## src/rtl/trgmod_v4.sv

```systemverilog
// trgmod_v4: dual-channel hysteresis trigger and event packer.
// Each channel arms below its low threshold, fires when a sample reaches its
// high threshold, tracks the pulse peak, and emits {id, peak, ts_fire} when the
// sample drops back below the low threshold. A single write port feeds the FIFO;
// a one-entry pending slot defers channel 2 when both channels end together.
module trgmod_v4 (
  input  logic        sys_clk,
  input  logic        _RESET_in,
  input  logic [13:0] ADC_data,
  input  logic        ADC_valid,
  input  logic [27:0] TRGLEVEL_1_in,
  input  logic [27:0] TRGLEVEL_2_in,
  input  logic        SLEAP_in,
  input  logic        full,
  output logic        TRG1_out,
  output logic        TRG2_out,
  output logic [31:0] FIFO_data_out,
  output logic        FIFO_wr_out,
  output logic [7:0]  DROP_cnt
);

  typedef enum logic [1:0] {IDLE, ARMED, ABOVE} state_t;

  logic [15:0] ts_q;
  logic [27:0] lvl [2];
  logic [1:0]  fire;
  logic [1:0]  emit;
  logic [31:0] word [2];

  assign lvl[0] = TRGLEVEL_1_in;
  assign lvl[1] = TRGLEVEL_2_in;

  // Sample timestamp: counts every valid sample, wraps, ignores sleep.
  always_ff @(posedge sys_clk or negedge _RESET_in) begin
    // NOTE: sequential state uses non-blocking (<=) so every register samples
    // pre-edge values; blocking here would create order-dependent behaviour.
    if (!_RESET_in)     ts_q <= '0;
    else if (ADC_valid) ts_q <= ts_q + 16'd1;
  end

  for (genvar n = 0; n < 2; n++) begin : g_ch
    localparam logic [1:0] ID = 2'(n + 1);

    state_t      state_q, state_d;
    logic [13:0] peak_q, peak_d;
    logic [15:0] tsf_q, tsf_d;
    logic [13:0] lvl_h, lvl_l;
    logic        en;
    logic        fire_c, emit_c;

    assign lvl_h = lvl[n][27:14];
    assign lvl_l = lvl[n][13:0];
    assign en    = SLEAP_in && (lvl_h > lvl_l);

    // Channel state, peak and fire timestamp registers.
    always_ff @(posedge sys_clk or negedge _RESET_in) begin
      if (!_RESET_in) begin
        state_q <= IDLE;
        peak_q  <= '0;
        tsf_q   <= '0;
      end else begin
        state_q <= state_d;
        peak_q  <= peak_d;
        tsf_q   <= tsf_d;
      end
    end

    // Hysteresis FSM: disabled channels fall back to IDLE and need a new baseline.
    always_comb begin
      // NOTE: every output gets a default before any branch, so no path leaves
      // a signal unassigned and no latch is inferred.
      state_d = state_q;
      peak_d  = peak_q;
      tsf_d   = tsf_q;
      fire_c  = 1'b0;
      emit_c  = 1'b0;
      if (!en) begin
        state_d = IDLE;
      end else if (ADC_valid) begin
        unique case (state_q)
          IDLE:  if (ADC_data < lvl_l) state_d = ARMED;
          ARMED: if (ADC_data >= lvl_h) begin
            state_d = ABOVE;
            fire_c  = 1'b1;
            tsf_d   = ts_q;
            peak_d  = ADC_data;
          end
          ABOVE: begin
            if (ADC_data < lvl_l) begin
              state_d = ARMED;
              emit_c  = 1'b1;
            end else if (ADC_data > peak_q) begin
              peak_d = ADC_data;
            end
          end
          default: state_d = IDLE;
        endcase
      end
    end

    assign fire[n] = fire_c;
    assign emit[n] = emit_c;
    // Registered peak excludes the end sample that triggers the emission.
    assign word[n] = {ID, peak_q, tsf_q};
  end

  logic        pend_vld_q, pend_vld_d;
  logic [31:0] pend_word_q, pend_word_d;
  logic        cand_wr;
  logic [31:0] cand_word;
  logic [1:0]  drop_inc;
  logic [8:0]  drop_sum;
  logic [7:0]  drop_d;

  // Write arbitration: channel 1 first, then the pending slot, then channel 2.
  always_comb begin
    cand_wr     = 1'b0;
    cand_word   = word[0];
    pend_vld_d  = pend_vld_q;
    pend_word_d = pend_word_q;
    drop_inc    = 2'd0;
    if (emit[0]) begin
      cand_wr   = 1'b1;
      cand_word = word[0];
      if (emit[1]) begin
        if (pend_vld_q) begin
          drop_inc = 2'd1;
        end else begin
          pend_vld_d  = 1'b1;
          pend_word_d = word[1];
        end
      end
    end else if (pend_vld_q) begin
      cand_wr    = 1'b1;
      cand_word  = pend_word_q;
      pend_vld_d = 1'b0;
      // Slot was occupied when this emission arrived.
      if (emit[1]) drop_inc = 2'd1;
    end else if (emit[1]) begin
      cand_wr   = 1'b1;
      cand_word = word[1];
    end
    if (cand_wr && full) drop_inc = drop_inc + 2'd1;
    drop_sum = {1'b0, DROP_cnt} + {7'd0, drop_inc};
    drop_d   = drop_sum[8] ? 8'hFF : drop_sum[7:0];
  end

  // Output registers and pending slot.
  always_ff @(posedge sys_clk or negedge _RESET_in) begin
    if (!_RESET_in) begin
      TRG1_out      <= 1'b0;
      TRG2_out      <= 1'b0;
      FIFO_wr_out   <= 1'b0;
      FIFO_data_out <= '0;
      DROP_cnt      <= '0;
      // NOTE: the pending slot is a single register, so it is reset like any
      // other state; only the valid bit matters, the word is cleared for tidiness.
      pend_vld_q    <= 1'b0;
      pend_word_q   <= '0;
    end else begin
      TRG1_out    <= fire[0];
      TRG2_out    <= fire[1];
      FIFO_wr_out <= cand_wr && !full;
      if (cand_wr && !full) FIFO_data_out <= cand_word;
      DROP_cnt    <= drop_d;
      pend_vld_q  <= pend_vld_d;
      pend_word_q <= pend_word_d;
    end
  end

endmodule
```

## config.mk

```make
export PLATFORM = sky130hd
export DESIGN_NAME = trgmod_v4
export DESIGN_NICKNAME = d
export VERILOG_FILES = /design/src/rtl/trgmod_v4.sv
export SDC_FILE = /design/constraint.sdc
export NUM_CORES = 1
export LEC_CHECK = 0
export CAP_MARGIN = 0
export CORE_MARGIN = 5
export CORE_UTILIZATION = 41
export CTS_BUF_LIST = sky130_fd_sc_hd__clkbuf_4 sky130_fd_sc_hd__clkbuf_8 sky130_fd_sc_hd__clkbuf_16
export DETAILED_ROUTE_END_ITERATION = 8
export GPL_ROUTABILITY_DRIVEN = 0
export GPL_TIMING_DRIVEN = 0
export HOLD_SLACK_MARGIN = 0.15
export SLEW_MARGIN = 30
export SYNTH_ARGS = -nofsm -noshare
export SYNTH_HDL_FRONTEND = slang
export SYNTH_SLANG_ARGS = --single-unit
```

## constraint.sdc

```tcl
create_clock -name sys_clk -period 4.9 [get_ports sys_clk]
set_input_delay 0.98 -clock sys_clk [delete_from_list [all_inputs] [get_ports sys_clk]]
set_output_delay 0.98 -clock sys_clk [all_outputs]
set_load 0.03 [all_outputs]
```

==> results.md <==
- Synth cell types: 58
- Die Area: 26160 um2
- Worst-margin pin slew: 0.7286 ns
- DR vias: 6938
- Setup Skew: 0.009037 ns
- RSZ-0062 raised after global routing: false
- Syn_nets: 1068
- Slew Viols, Final: 0
- Worst setup EP type: register
- Reg clk slew, reported paths: 0.06 ns
- DR pass1 iterations: 5
- Total GRT Usage: 0.1832
- CTS tree: done
- CTS max path bufs: 2
- Worst hold slack: 0.4654 ns
- Mapped Area: 9442 um2
- Vias in the first global route: 7106
- Final wirelength: 23.25 mm
- Num CTS Buffers: 17
- Seq cells post-synth: 155
- Final Hold Fails: 0
- Synth area leader: dfrtp_1
- Area grow syn2layout: 25.40%
- P_leak: 5.662 nW
- Seq/Total Area, Yosys: 0.4108
- Largest net degree at the start of global routing: 81
- Fin nets: 1211
- Core Area: 22640 um2
- Antenna violations before repair: 0
- Cell Rows: 55
- Clk sinks: 155
- Register Area: 3879 um2
- Synthesis Warnings: 0
- Setup ws final: 0.1945 ns
- Io pins: 118
- Max Clock Freq: 212.5 MHz
- GR Overflow Total: 0
- Main synth FF type: dfrtp_1
- DR DRC count: 0
- Antenna Violating Nets Remaining: 0
- DR WL/cell: 17.64 um
- Worst rel slew slack: 0.5079
- Die W: 161.8 um
- Proportion of layout cells with a drive suffix above 1: 0.1065
- Starting density of the core: 0.4170
- Clock root buffer: clkbuf_16
- Top-area cell type share of the netlist area: 0.4108
- EDFF count, synth: 0
- Worst Path Max Fanout: 10
- Area contributors post-synth: dfrtp_1, ha_1, mux2_1
- Multi-input gate area: 5061 um2
- Place WS: -0.8253 ns
- Final setup violation count: 0
- Outcome: complete, no violations
- Placed inst area: 11000 um2
- Hold Crit Class: reg2reg
- Clk_lat worst skew: 0.43 ns
- Global-route wire length before repair: 38.16 mm
- Final cycle utilization of the critical path: 0.9603
- Arrival @ worst endpoint: 5.05 ns
- Chip height: 161.8 um
- Syn Inst Count: 878
- Non-Filler Cell Area, Final: 11840 um2
- Detailed Place HPWL: 17.57 mm
- Power per cell area: 288.6 nW/um2
- Fillers: 2019
- Port Buffer Count: 117
- H-tree depth: 4
- Ant. Diodes: 0
- Via-per-instance ratio: 5.264
- Max_cap viols: 0
- 1st-iter DRT viols: 392
- Req. time, crit path: 5.25 ns
- Post-Syn Area per Cell: 10.75 um2
- Peak supply drop: 0.0002297 V
- Setup crit start kind: input pin
- Ys async rst share: 1.000
- Crit path time final: 4.705 ns
- Critical path class: in2reg
[per-stage QoR]
stage | total power, W | instances | util | setup TNS, ns
floorplan | 0.001681 | 878 | - | 0
global placement | 0.001877 | 1280 | 0.4845 | -576.42
detailed placement | 0.001890 | 1281 | 0.4859 | -5.364
CTS | 0.003445 | 1313 | 0.5190 | 0
global route | 0.003581 | 1318 | 0.5230 | 0
finish | 0.003418 | 1318 | 0.5230 | 0
[sequential cells by signal (all words and copies together) (netlist names)]
name	cells
FIFO_wr_out	1
TRG1_out	1
TRG2_out	1
g_ch.peak_q	28
ts_q	16
DROP_cnt	8
g_ch.state_q	4
FIFO_data_out	32
g_ch.tsf_q	32
pend_word_q	31
pend_vld_q	1
[layer usage]
metal | wire (um) | track usage
met2 | 10330 | 0.2818
met4 | 366 | 0.05498
met5 | 0 | 0
met3 | 786 | 0.02309
met1 | 11760 | 0.2712
[synth_stat cells, types with 8 or more instances]
library cell / number
mux2i_1: 32
a21oi_1: 41
clkbuf_1: 11
a221o_1: 31
nor2_1: 16
nand3_1: 45
mux2_2: 34
nor2b_1: 12
o21ai_0: 23
ha_1: 114
xnor2_1: 14
dfrtp_1: 155
a21o_1: 8
nand2_1: 58
mux2_1: 58
inv_1: 103
nand4_1: 17
[where the power goes]
group          internal (W)  switching, W
logic              0.000222      0.000242
clock network       0.00104      0.000504
registers           0.00134     0.0000701
total               0.00260      0.000815
[final timing paths]
path                                        start  depth (start not counted)  slack (ns)          endpoint
worst min register to register    pend_word_q[31]                          2        0.47   pend_word_q[31]
worst min-delay path              pend_word_q[31]                          2        0.47   pend_word_q[31]
max in group asynchronous               _RESET_in                          2        3.56  g_ch[0].tsf_q[3]
worst max-delay path            TRGLEVEL_1_in[10]                         19        0.19       DROP_cnt[2]
min in group asynchronous               _RESET_in                          1        0.55          TRG2_out
worst max register to register         pend_vld_q                         12        1.67       DROP_cnt[2]
[critical path, stage by stage]
cell	delay, ns
clkdlybuf4s50_1	0.46
inv_1	0.06
ha_1	0.32
nand4_4	0.11
or4_1	0.54
o21a_1	0.23
o311ai_4	0.10
nor3b_1	0.10
clkbuf_8	0.18
nor3_2	0.15
nor2_1	0.07
ha_1	0.31
ha_1	0.16
inv_1	0.05
fa_1	0.39
nor2b_2	0.15
nand2_1	0.10
or4_4	0.47
o21ai_0	0.10
[cells in the final DEF (no fill, tap or decap), drive strengths merged, types with 5 or more instances in the layout]
cell / instances
a211o: 5
a21o: 8
a21oi: 41
a221o: 31
and3: 6
buf: 27
bufinv: 6
clkbuf: 37
clkdlybuf4s50: 115
dfrtp: 155
ha: 114
inv: 105
mux2: 92
mux2i: 32
nand2: 58
nand2b: 7
nand3: 45
nand4: 18
nor2: 16
nor2b: 12
nor3: 8
o21ai: 26
xnor2: 14
[cells by family after synthesis]
logic type               count (synthesis)  share of synthesized area
multiplexers                           124                     0.1437
buffers and inverters                  136                    0.06281
flip-flops                             155                     0.4108
AND/OR/NAND/NOR                        186                     0.1020
XOR/XNOR                                18                    0.01670
adder cells (fa/ha/maj)                115                     0.1532
AO/OA/AOI/OAI                          144                     0.1108
[area by class of cell]
cell class | count | area share
buffer | 30 | 0.01638
clock buffer | 25 | 0.04364
clock inverter | 6 | 0.01522
multi-input combinational | 587 | 0.4275
tap | 285 | 0.03012
timing repair buffer | 125 | 0.1063
inverter | 105 | 0.03329
sequential | 155 | 0.3276
[timing repair]
| action | 4_1_cts | 5_1_grt |
|---|---|---|
| hold buffers | 0 | 0 |
| buffers inserted | 2 | 5 |
| pin swaps | 2 | 1 |
| endpoints found under the hold margin | 0 | 0 |
| endpoints found under the setup margin | 6 | 7 |
| resized for setup | 6 | 8 |
No activity file was read; power rests on OpenSTA's default activity.
